===== config.mk =====
export PLATFORM = sky130hd
export DESIGN_NAME = div
export DESIGN_NICKNAME = d
export VERILOG_FILES = /design/src/rtl/div_pkg.sv /design/src/rtl/div.sv
export SDC_FILE = /design/constraint.sdc
export NUM_CORES = 1
export LEC_CHECK = 0
export BUFFER_PORTS_ARGS = -buffer_cell sky130_fd_sc_hd__buf_2
export CELL_PAD_IN_SITES_DETAIL_PLACEMENT = 0
export CELL_PAD_IN_SITES_GLOBAL_PLACEMENT = 1
export CORE_MARGIN = 2
export CORE_UTILIZATION = 44
export CTS_BUF_LIST = sky130_fd_sc_hd__clkbuf_16
export CTS_CLUSTER_SIZE = 30
export DETAILED_ROUTE_END_ITERATION = 10
export GPL_TIMING_DRIVEN = 0
export HOLD_SLACK_MARGIN = 0.05
export PLACE_DENSITY_LB_ADDON = 0.1
export SLEW_MARGIN = 40
export SYNTH_ARGS = -nofsm -noshare
export SYNTH_HDL_FRONTEND = slang
export SYNTH_SLANG_ARGS = --single-unit

===== constraint.sdc =====
create_clock -name clk -period 6.4 [get_ports clk]
set_input_delay 1.6 -clock clk [delete_from_list [all_inputs] [get_ports clk]]
set_output_delay 1.6 -clock clk [all_outputs]
set_load 0.05 [all_outputs]

===== src/rtl/div_pkg.sv =====
// Shared EX-stage encodings and divider constants.
// Holds the divider FSM state codes and handshake levels.
package div_pkg;

  localparam logic [7:0] ExeDivOp  = 8'b0001_1010;
  localparam logic [7:0] ExeDivuOp = 8'b0001_1011;
  localparam logic [2:0] ExeResArith = 3'b100;

  typedef logic [1:0] div_state_t;
  localparam div_state_t DivFree   = 2'b00;
  localparam div_state_t DivByZero = 2'b01;
  localparam div_state_t DivOn     = 2'b10;
  localparam div_state_t DivEnd    = 2'b11;

  localparam logic DivResultReady    = 1'b1;
  localparam logic DivResultNotReady = 1'b0;
  localparam logic DivStart = 1'b1;
  localparam logic DivStop  = 1'b0;

  localparam logic [5:0] DivCycles = 6'd32;

  function automatic logic [31:0] mag(
    input logic        s,
    input logic [31:0] x
  );
    return (s && x[31]) ? (~x + 32'd1) : x;
  endfunction

endpackage


===== src/rtl/div.sv =====
// Multi-cycle restoring radix-2 divider for DIV/DIVU.
// Result is {remainder, quotient}, held while start_i stays high.
module div
  import div_pkg::*;
(
  input  logic        clk,
  input  logic        rst,
  input  logic        signed_div_i,
  input  logic [31:0] opdata1_i,
  input  logic [31:0] opdata2_i,
  input  logic        start_i,
  input  logic        annul_i,
  output logic [63:0] result_o,
  output logic        ready_o
);

  div_state_t  state;
  logic [5:0]  cnt;
  logic [64:0] pr;
  logic [31:0] dsr;
  logic        neg_q;
  logic        neg_r;

  logic [64:0] shifted;
  logic [32:0] trial;
  logic [64:0] pr_next;
  logic [31:0] q_fin;
  logic [31:0] r_fin;

  // pr[64] is never set; folding it in keeps the compare exact anyway
  always_comb begin
    shifted = {pr[63:0], 1'b0};
    trial   = shifted[64:32] - {1'b0, dsr};
    pr_next = shifted;
    if (pr[64] || !trial[32])
      pr_next = {trial, shifted[31:0] | 32'd1};
    q_fin = neg_q ? (~pr_next[31:0] + 32'd1) : pr_next[31:0];
    r_fin = neg_r ? (~pr_next[63:32] + 32'd1) : pr_next[63:32];
  end

  always_ff @(posedge clk) begin
    if (!rst) begin
      state    <= DivFree;
      cnt      <= '0;
      pr       <= '0;
      dsr      <= '0;
      neg_q    <= 1'b0;
      neg_r    <= 1'b0;
      ready_o  <= DivResultNotReady;
      result_o <= '0;
    end else begin
      unique case (state)
        DivFree: begin
          if (start_i == DivStart && !annul_i) begin
            dsr   <= mag(signed_div_i, opdata2_i);
            pr    <= {33'd0, mag(signed_div_i, opdata1_i)};
            neg_q <= signed_div_i && (opdata1_i[31] ^ opdata2_i[31]);
            neg_r <= signed_div_i && opdata1_i[31];
            cnt   <= '0;
            state <= (opdata2_i == '0) ? DivByZero : DivOn;
          end
        end
        DivByZero: begin
          if (annul_i) begin
            state <= DivFree;
          end else begin
            state    <= DivEnd;
            ready_o  <= DivResultReady;
            result_o <= '0;
          end
        end
        DivOn: begin
          if (annul_i) begin
            state <= DivFree;
            cnt   <= '0;
          end else begin
            pr  <= pr_next;
            cnt <= cnt + 6'd1;
            if (cnt == DivCycles - 6'd1) begin
              state    <= DivEnd;
              ready_o  <= DivResultReady;
              result_o <= {r_fin, q_fin};
            end
          end
        end
        DivEnd: begin
          if (start_i == DivStop || annul_i) begin
            state    <= DivFree;
            cnt      <= '0;
            ready_o  <= DivResultNotReady;
            result_o <= '0;
          end
        end
        default: state <= DivFree;
      endcase
    end
  end

endmodule

==> impl_metrics.env, run 1 <==
export IMPL_outcome="finished clean"
export IMPL_die_x_um=170
export IMPL_timing_worst_setup_path_type="flop to flop"
export IMPL_cp_arrival_ps=6440
export IMPL_cts_tree="yes"
export IMPL_layout_cells_most_common="nand2_1"
export IMPL_design_die_area_mm2=0.0288
export IMPL_io_pin_count=134
export IMPL_grt_overflow_total=0
export IMPL_cp_start_kind="flop"
export IMPL_dp_slack_ps=-15.1
export IMPL_path_cells="inv_1 -> ha_1 -> fa_1 -> nand2b_2 -> a211oi_4 -> o21ai_2 -> o41ai_2 -> a21oi_2 -> mux2i_4 -> buf_4 -> buf_4 -> buf_2 -> a21oi_1 -> inv_1 -> ha_1 -> nand3_1 -> nor4_1 -> a31oi_4 -> o41ai_1 -> xor2_1 -> o21ai_1"
export IMPL_postCtsSetupBuffers=0
export IMPL_rsz0062_at_grt="false"
export IMPL_cp_end_kind="flop"
export IMPL_grt_pass1_wl_um=62900
export IMPL_root_buffer="clkbuf_16"
export IMPL_tightest_slew_ps=852
export IMPL_final_instance_count_excl_fill=2110
export IMPL_layout_common_cells="nand2_1 (193), dfxtp_1 (172), o21ai_0 (148), buf_2 (140), nor2_1 (134)"
export IMPL_maxCapViolCount=0
export IMPL_layout_nets=1868
export IMPL_drt_wirelength_per_cell_um=18.8
export IMPL_cts_sinks=172
export IMPL_via_count=12200
export IMPL_crit_family="compound AO/OA/AOI/OAI gates"
export IMPL_cp_required_ps=6720
export IMPL_ant_nets=0
export IMPL_dp_hpwl_um=31400
export IMPL_clk_latency_ps=440
export IMPL_syn_num_nets=1715
export IMPL_hold_path_class="flop to flop"
export IMPL_placementRows=60
export IMPL_synth_top_area_frac=0.285
export IMPL_die_y_um=170
export IMPL_vias_per_cell=5.78
export IMPL_cp_max_fo=10
export IMPL_drive_gt1_frac=0.116
export IMPL_max_stage_delay_ps=610
export IMPL_yosysTopAreaCell="dfxtp_1"
export IMPL_synth_ff_type="dfxtp_1"
export IMPL_grt_max_degree=20
export IMPL_p_leak_nw=5.76
export IMPL_drv_slew=0
export IMPL_finalWorstSetupSlack_ps=282
export IMPL_initial_core_util=0.448
export IMPL_dr_pass1_iters=5
export IMPL_cts_hold_buf=0
export IMPL_critPathBufInv=5
export IMPL_syn_inst=1603
export IMPL_antenna_found_initial=0
export IMPL_period_share=0.956
export IMPL_async_flop_share=0
export IMPL_diodes=0
export IMPL_netlist_area_mm2=0.0121
export IMPL_fp_coreArea_mm2=0.0270
export IMPL_grt_total_usage=0.279
export IMPL_place_gp_congestion=0.919
export IMPL_crit_path_top_delay_cell="o41ai_2"
export IMPL_cts_made_buffers=17
export IMPL_synth_cell_types=78
export IMPL_peakVddDrop_mv=0.160
export IMPL_final_hold_viol_count=0
export IMPL_cts_path_max_buffers=2
export IMPL_syn_avg_cell_area_um2=7.53
export IMPL_utilization=0.512
export IMPL_cts_clk_slew_worst_paths_ps=80
export IMPL_skew_ps=14.8
export IMPL_ys_seq_area_frac=0.285
export IMPL_synth_warnings=0
export IMPL_dp_cells=2078
export IMPL_synth_area_leaders="dfxtp_1 (29%), o21ai_0 (6.1%), nand2_1 (6.0%), xnor2_1 (5.0%), a21oi_1 (4.9%)"
export IMPL_drt_initial_drc_count=1017
export IMPL_routed_wl_um=39800
export IMPL_fmax_mhz=163
export IMPL_total_power_mw=3.11
export IMPL_p_per_area_mw_per_mm2=226
export IMPL_relSlewSlack=0.428
export IMPL_synth_edf_count=0
export IMPL_h_tree_depth=4
export IMPL_area_delta_synth_final_pct=14.3
export IMPL_fin_crit_ps=6120
export IMPL_drc=0
export IMPL_grt_pass1_vias=11500
export IMPL_place_port_buffers=133
export IMPL_finalSetupViolCount=0
export IMPL_ys_seq_elements=172
==> what timing repair did <==
action | 4_1_cts | 5_1_grt
pin swaps | 0 | 0
endpoints found under the setup margin | 3 | 5
cloned | 0 | 0
gates resized for setup | 1 | 3
==> logic make-up (layout without fill, tap and decap cells) <==
logic type               Yosys count  count (layout)  share of synthesized area
AND/OR/NAND/NOR                  590             590                      0.240
multiplexers                      23              23                     0.0204
buffers and inverters            158             324                     0.0516
XOR/XNOR                         135             135                     0.0980
flip-flops                       172             172                      0.285
AO/OA/AOI/OAI                    482             482                      0.259
adder cells (fa/ha/maj)           43              43                     0.0452
==> routing by layer <==
layer / part of all wire / wire, um / vias up / GRT usage
li1: - / - / 5975 / -
met1: 0.49 / 19400 / 5810 / 0.409
met2: 0.44 / 17600 / 366 / 0.437
met3: 0.053 / 2130 / 36 / 0.0299
met4: 0.016 / 624 / 0 / 0.0680
met5: 0 / 0 / - / 0
==> cell type report <==
class | count | area [um^2]
sequential | 172 | 3440
timing repair buffer | 134 | 673
clock inverter | 15 | 171
inverter | 60 | 228
clock buffer | 17 | 425
buffer | 98 | 397
multi-input combinational | 1273 | 8030
tap | 341 | 427
fill | 2762 | 13200
==> flip-flops by register name, indices dropped and copies added (netlist names) <==
name      flops
result_o     64
cnt           6
neg_q         1
ready_o       1
dsr          32
pr           65
state         2
neg_r         1
==> worst paths after layout <==
| path | startpoint | endpoint | slack, ps | depth (start not counted) |
|---|---|---|---|---|
| min reg2reg | result_o[17]$_SDFFE_PN0P_ | result_o[17]$_SDFFE_PN0P_ | 450 | 2 |
| max | pr[31]$_SDFFE_PN0P_ | result_o[62]$_SDFFE_PN0P_ | 280 | 21 |
| min | result_o[17]$_SDFFE_PN0P_ | result_o[17]$_SDFFE_PN0P_ | 450 | 2 |
| max reg2reg | pr[31]$_SDFFE_PN0P_ | result_o[62]$_SDFFE_PN0P_ | 280 | 21 |
==> power breakdown <==
| part | switching, mW | internal (mW) |
|---|---|---|
| logic | 0.596 | 0.303 |
| registers | 0.0338 | 1.11 |
| clock network | 0.539 | 0.530 |
==> metrics by stage <==
stage / cell area [um^2] / hold WS [ps] / setup TNS, ps
detailed placement: 13200 / 438 / -22.5
finish: 13800 / 449 / 0
global placement: 13200 / 432 / 0
floorplan: 12100 / 441 / 0
global route: 13800 / 473 / 0
CTS: 13800 / 455 / 0
==> tightest hold or removal path, cell delays in order (launching register included) <==
cell and delay [ps]:
dfxtp_1 330, nand2_1 40, o21ai_0 50
==> synth_stat cells, types with 7 or more instances <==
library cell	count
nand3_1	27
xnor2_1	69
inv_1	59
a21boi_0	14
o211ai_1	9
nor2_1	135
nor4_1	15
o21ai_0	148
or3_1	25
or4_1	14
a21o_1	9
o31ai_1	24
nor2b_1	39
o211a_1	27
and3_1	8
buf_2	7
a21oi_1	117
nor3_1	30
ha_1	42
nand2b_1	11
nor3b_1	8
a31oi_1	10
o41ai_1	16
xor2_1	66
o21a_1	14
nand4_1	11
and2_1	53
a211oi_1	9
mux2i_1	19
o21ai_1	7
dfxtp_1	172
a22oi_1	32
nand2_1	193
clkbuf_1	81
No activity file was read; power rests on OpenSTA's default activity.
==> run 2, diff against run 1 <==
--- a/config.mk
+++ b/config.mk
@@ -7,8 +7,8 @@
 export LEC_CHECK = 0
 export BUFFER_PORTS_ARGS = -buffer_cell sky130_fd_sc_hd__buf_2
-export CELL_PAD_IN_SITES_DETAIL_PLACEMENT = 0
-export CELL_PAD_IN_SITES_GLOBAL_PLACEMENT = 1
+export CELL_PAD_IN_SITES_DETAIL_PLACEMENT = 1
+export CELL_PAD_IN_SITES_GLOBAL_PLACEMENT = 2
 export CORE_MARGIN = 2
-export CORE_UTILIZATION = 44
+export CORE_UTILIZATION = 35
 export CTS_BUF_LIST = sky130_fd_sc_hd__clkbuf_16
 export CTS_CLUSTER_SIZE = 30
==> constraint.sdc (replaced) <==
create_clock -name clk -period 6.4 [get_ports clk]
set_input_delay 1.6 -clock clk [delete_from_list [all_inputs] [get_ports clk]]
set_output_delay 1.6 -clock clk [all_outputs]
set_load 0.1 [all_outputs]
==> run 2 against run 1 <==
- worst hold slack worse by 11 ps
- sequential power hardly changed
- sequential share of layout area decreased by 0.13 points
- critical path depth did not move
- critical path type unchanged
- critical endpoint is now result_o[56]$_SDFFE_PN0P_
- largest cell class unchanged
==> impl_metrics.env, run 2 (synthesis results as in run 1) <==
export IMPL_fin_crit_ps=5800
export IMPL_cts_made_buffers=17
export IMPL_dp_cells=2184
export IMPL_highest_layer="met5"
export IMPL_outcome="finished clean"
export IMPL_routed_wl_um=45400
export IMPL_fmax_mhz=172
export IMPL_area_delta_synth_final_pct=14.9
export IMPL_grt_overflow_total=0
export IMPL_cts_path_max_buffers=2
export IMPL_finalWorstSetupSlack_ps=602
export IMPL_fin_hold_ws_ps=438
export IMPL_grt_total_usage=0.258
export IMPL_ant_nets=0
export IMPL_layout_nets=1865
export IMPL_cp_required_ps=6720
export IMPL_place_port_buffers=133
export IMPL_layout_common_cells="nand2_1 (193), dfxtp_1 (172), o21ai_0 (148), buf_2 (139), nor2_1 (134)"
export IMPL_dr_pass1_iters=5
export IMPL_placementRows=67
export IMPL_p_per_area_mw_per_mm2=221
export IMPL_h_tree_depth=4
export IMPL_cp_start_kind="flop"
export IMPL_antenna_found_initial=2
export IMPL_relSlewSlack=0.416
export IMPL_die_x_um=190
export IMPL_final_hold_viol_count=0
export IMPL_dr_wl_met2_um=20600
export IMPL_largest_reg_flops=65
export IMPL_tns_ps=0
export IMPL_wl_met1_um=22200
export IMPL_cts_tree="yes"
export IMPL_drt_initial_drc_count=739
export IMPL_largest_registers="pr: 65 flops, result_o: 64 flops, dsr: 32 flops"
export IMPL_final_instance_count_excl_fill=2214
export IMPL_dp_hpwl_um=36300
export IMPL_drive_gt1_frac=0.117
export IMPL_drt_wirelength_per_cell_um=20.5
export IMPL_cp_max_fo=19
export IMPL_total_power_mw=3.07
export IMPL_vias_per_cell=5.56
export IMPL_utilization=0.412
export IMPL_placed_cell_area_mm2=0.0133
export IMPL_grt_pass1_vias=12500
export IMPL_io_pin_count=134
export IMPL_via_count=12300
export IMPL_hold_path_class="flop to flop"
export IMPL_wl_met3_um=1690
export IMPL_peakVddDrop_mv=0.197
export IMPL_initial_core_util=0.358
export IMPL_dp_slack_ps=67.8
export IMPL_cts_clk_slew_worst_paths_ps=70
export IMPL_rsz0062_at_grt="false"
export IMPL_place_gp_congestion=0.861
export IMPL_die_y_um=190
export IMPL_timing_worst_setup_path_type="flop to flop"
export IMPL_skew_ps=11.3
export IMPL_cts_sinks=172
export IMPL_postCtsSetupBuffers=0
export IMPL_fp_coreArea_mm2=0.0337
export IMPL_cp_arrival_ps=6120
export IMPL_regMostFlops="pr"
export IMPL_drv_slew=0
export IMPL_period_share=0.906
export IMPL_layout_cells_most_common="nand2_1"
export IMPL_design_die_area_mm2=0.0360
export IMPL_grt_max_degree=17
export IMPL_cp_end_kind="flop"
export IMPL_root_buffer="clkbuf_16"
export IMPL_design_area_mm2=0.0139
export IMPL_clk_latency_ps=460
export IMPL_fill_cells=4220
export IMPL_tightest_slew_ps=876
export IMPL_p_leak_nw=5.73
export IMPL_drc=0
export IMPL_finalSetupViolCount=0
export IMPL_maxCapViolCount=0
export IMPL_grt_pass1_wl_um=71900
[run 2: timing repair]
item | CTS | global route
endpoints found under the setup margin | 0 | 12
gates resized for setup | 0 | 5
hold buffers | 0 | 0
endpoints found under the hold margin | 0 | 0
[run 2: power breakdown]
part	internal [mW]	switching, mW
combinational	0.305	0.635
sequential	1.11	0.0354
clock	0.494	0.491
total	1.91	1.16
[run 2: final cells by class]
type,instances,area (um^2),area share
antenna,1,2.50,0.000180
timing repair buffer,133,666,0.0480
sequential,172,3440,0.248
multi-input combinational,1273,8060,0.581
clock buffer,17,425,0.0307
tap,448,561,0.0404
clock inverter,14,97.6,0.00704
inverter,60,228,0.0164
buffer,96,389,0.0281
[run 2: routing by layer]
metal / GRT usage / vias to the layer above
met5: 0 / -
met4: 0.0692 / 2
met3: 0.0382 / 53
met2: 0.417 / 211
met1: 0.358 / 6059
li1: - / 5982
[run 2: worst max-delay path: stages, from the launching register on]
cell and delay, ps:
dfxtp_1 340, inv_1 70, ha_1 220, fa_1 410, nand2b_2 230, a211oi_4 410
o21ai_2 190, o41ai_4 490, a21oi_2 180, mux2i_4 370, buf_4 290, buf_4 330
nor2_1 70, a21oi_1 310, inv_1 90, ha_1 270, and4_1 200, and3_1 250
a31oi_4 380, o31ai_1 150, xnor2_1 250, o21ai_0 100
[run 2: path summary, 6_finish.rpt]
kind | start | cells past startpoint | slack [ps] | to
worst min register to register | result_o[45]$_SDFFE_PN0P_ | 2 | 440 | result_o[45]$_SDFFE_PN0P_
worst max register to register | pr[31]$_SDFFE_PN0P_ | 21 | 600 | result_o[56]$_SDFFE_PN0P_
worst min-delay path | result_o[45]$_SDFFE_PN0P_ | 2 | 440 | result_o[45]$_SDFFE_PN0P_
worst max-delay path | pr[31]$_SDFFE_PN0P_ | 21 | 600 | result_o[56]$_SDFFE_PN0P_
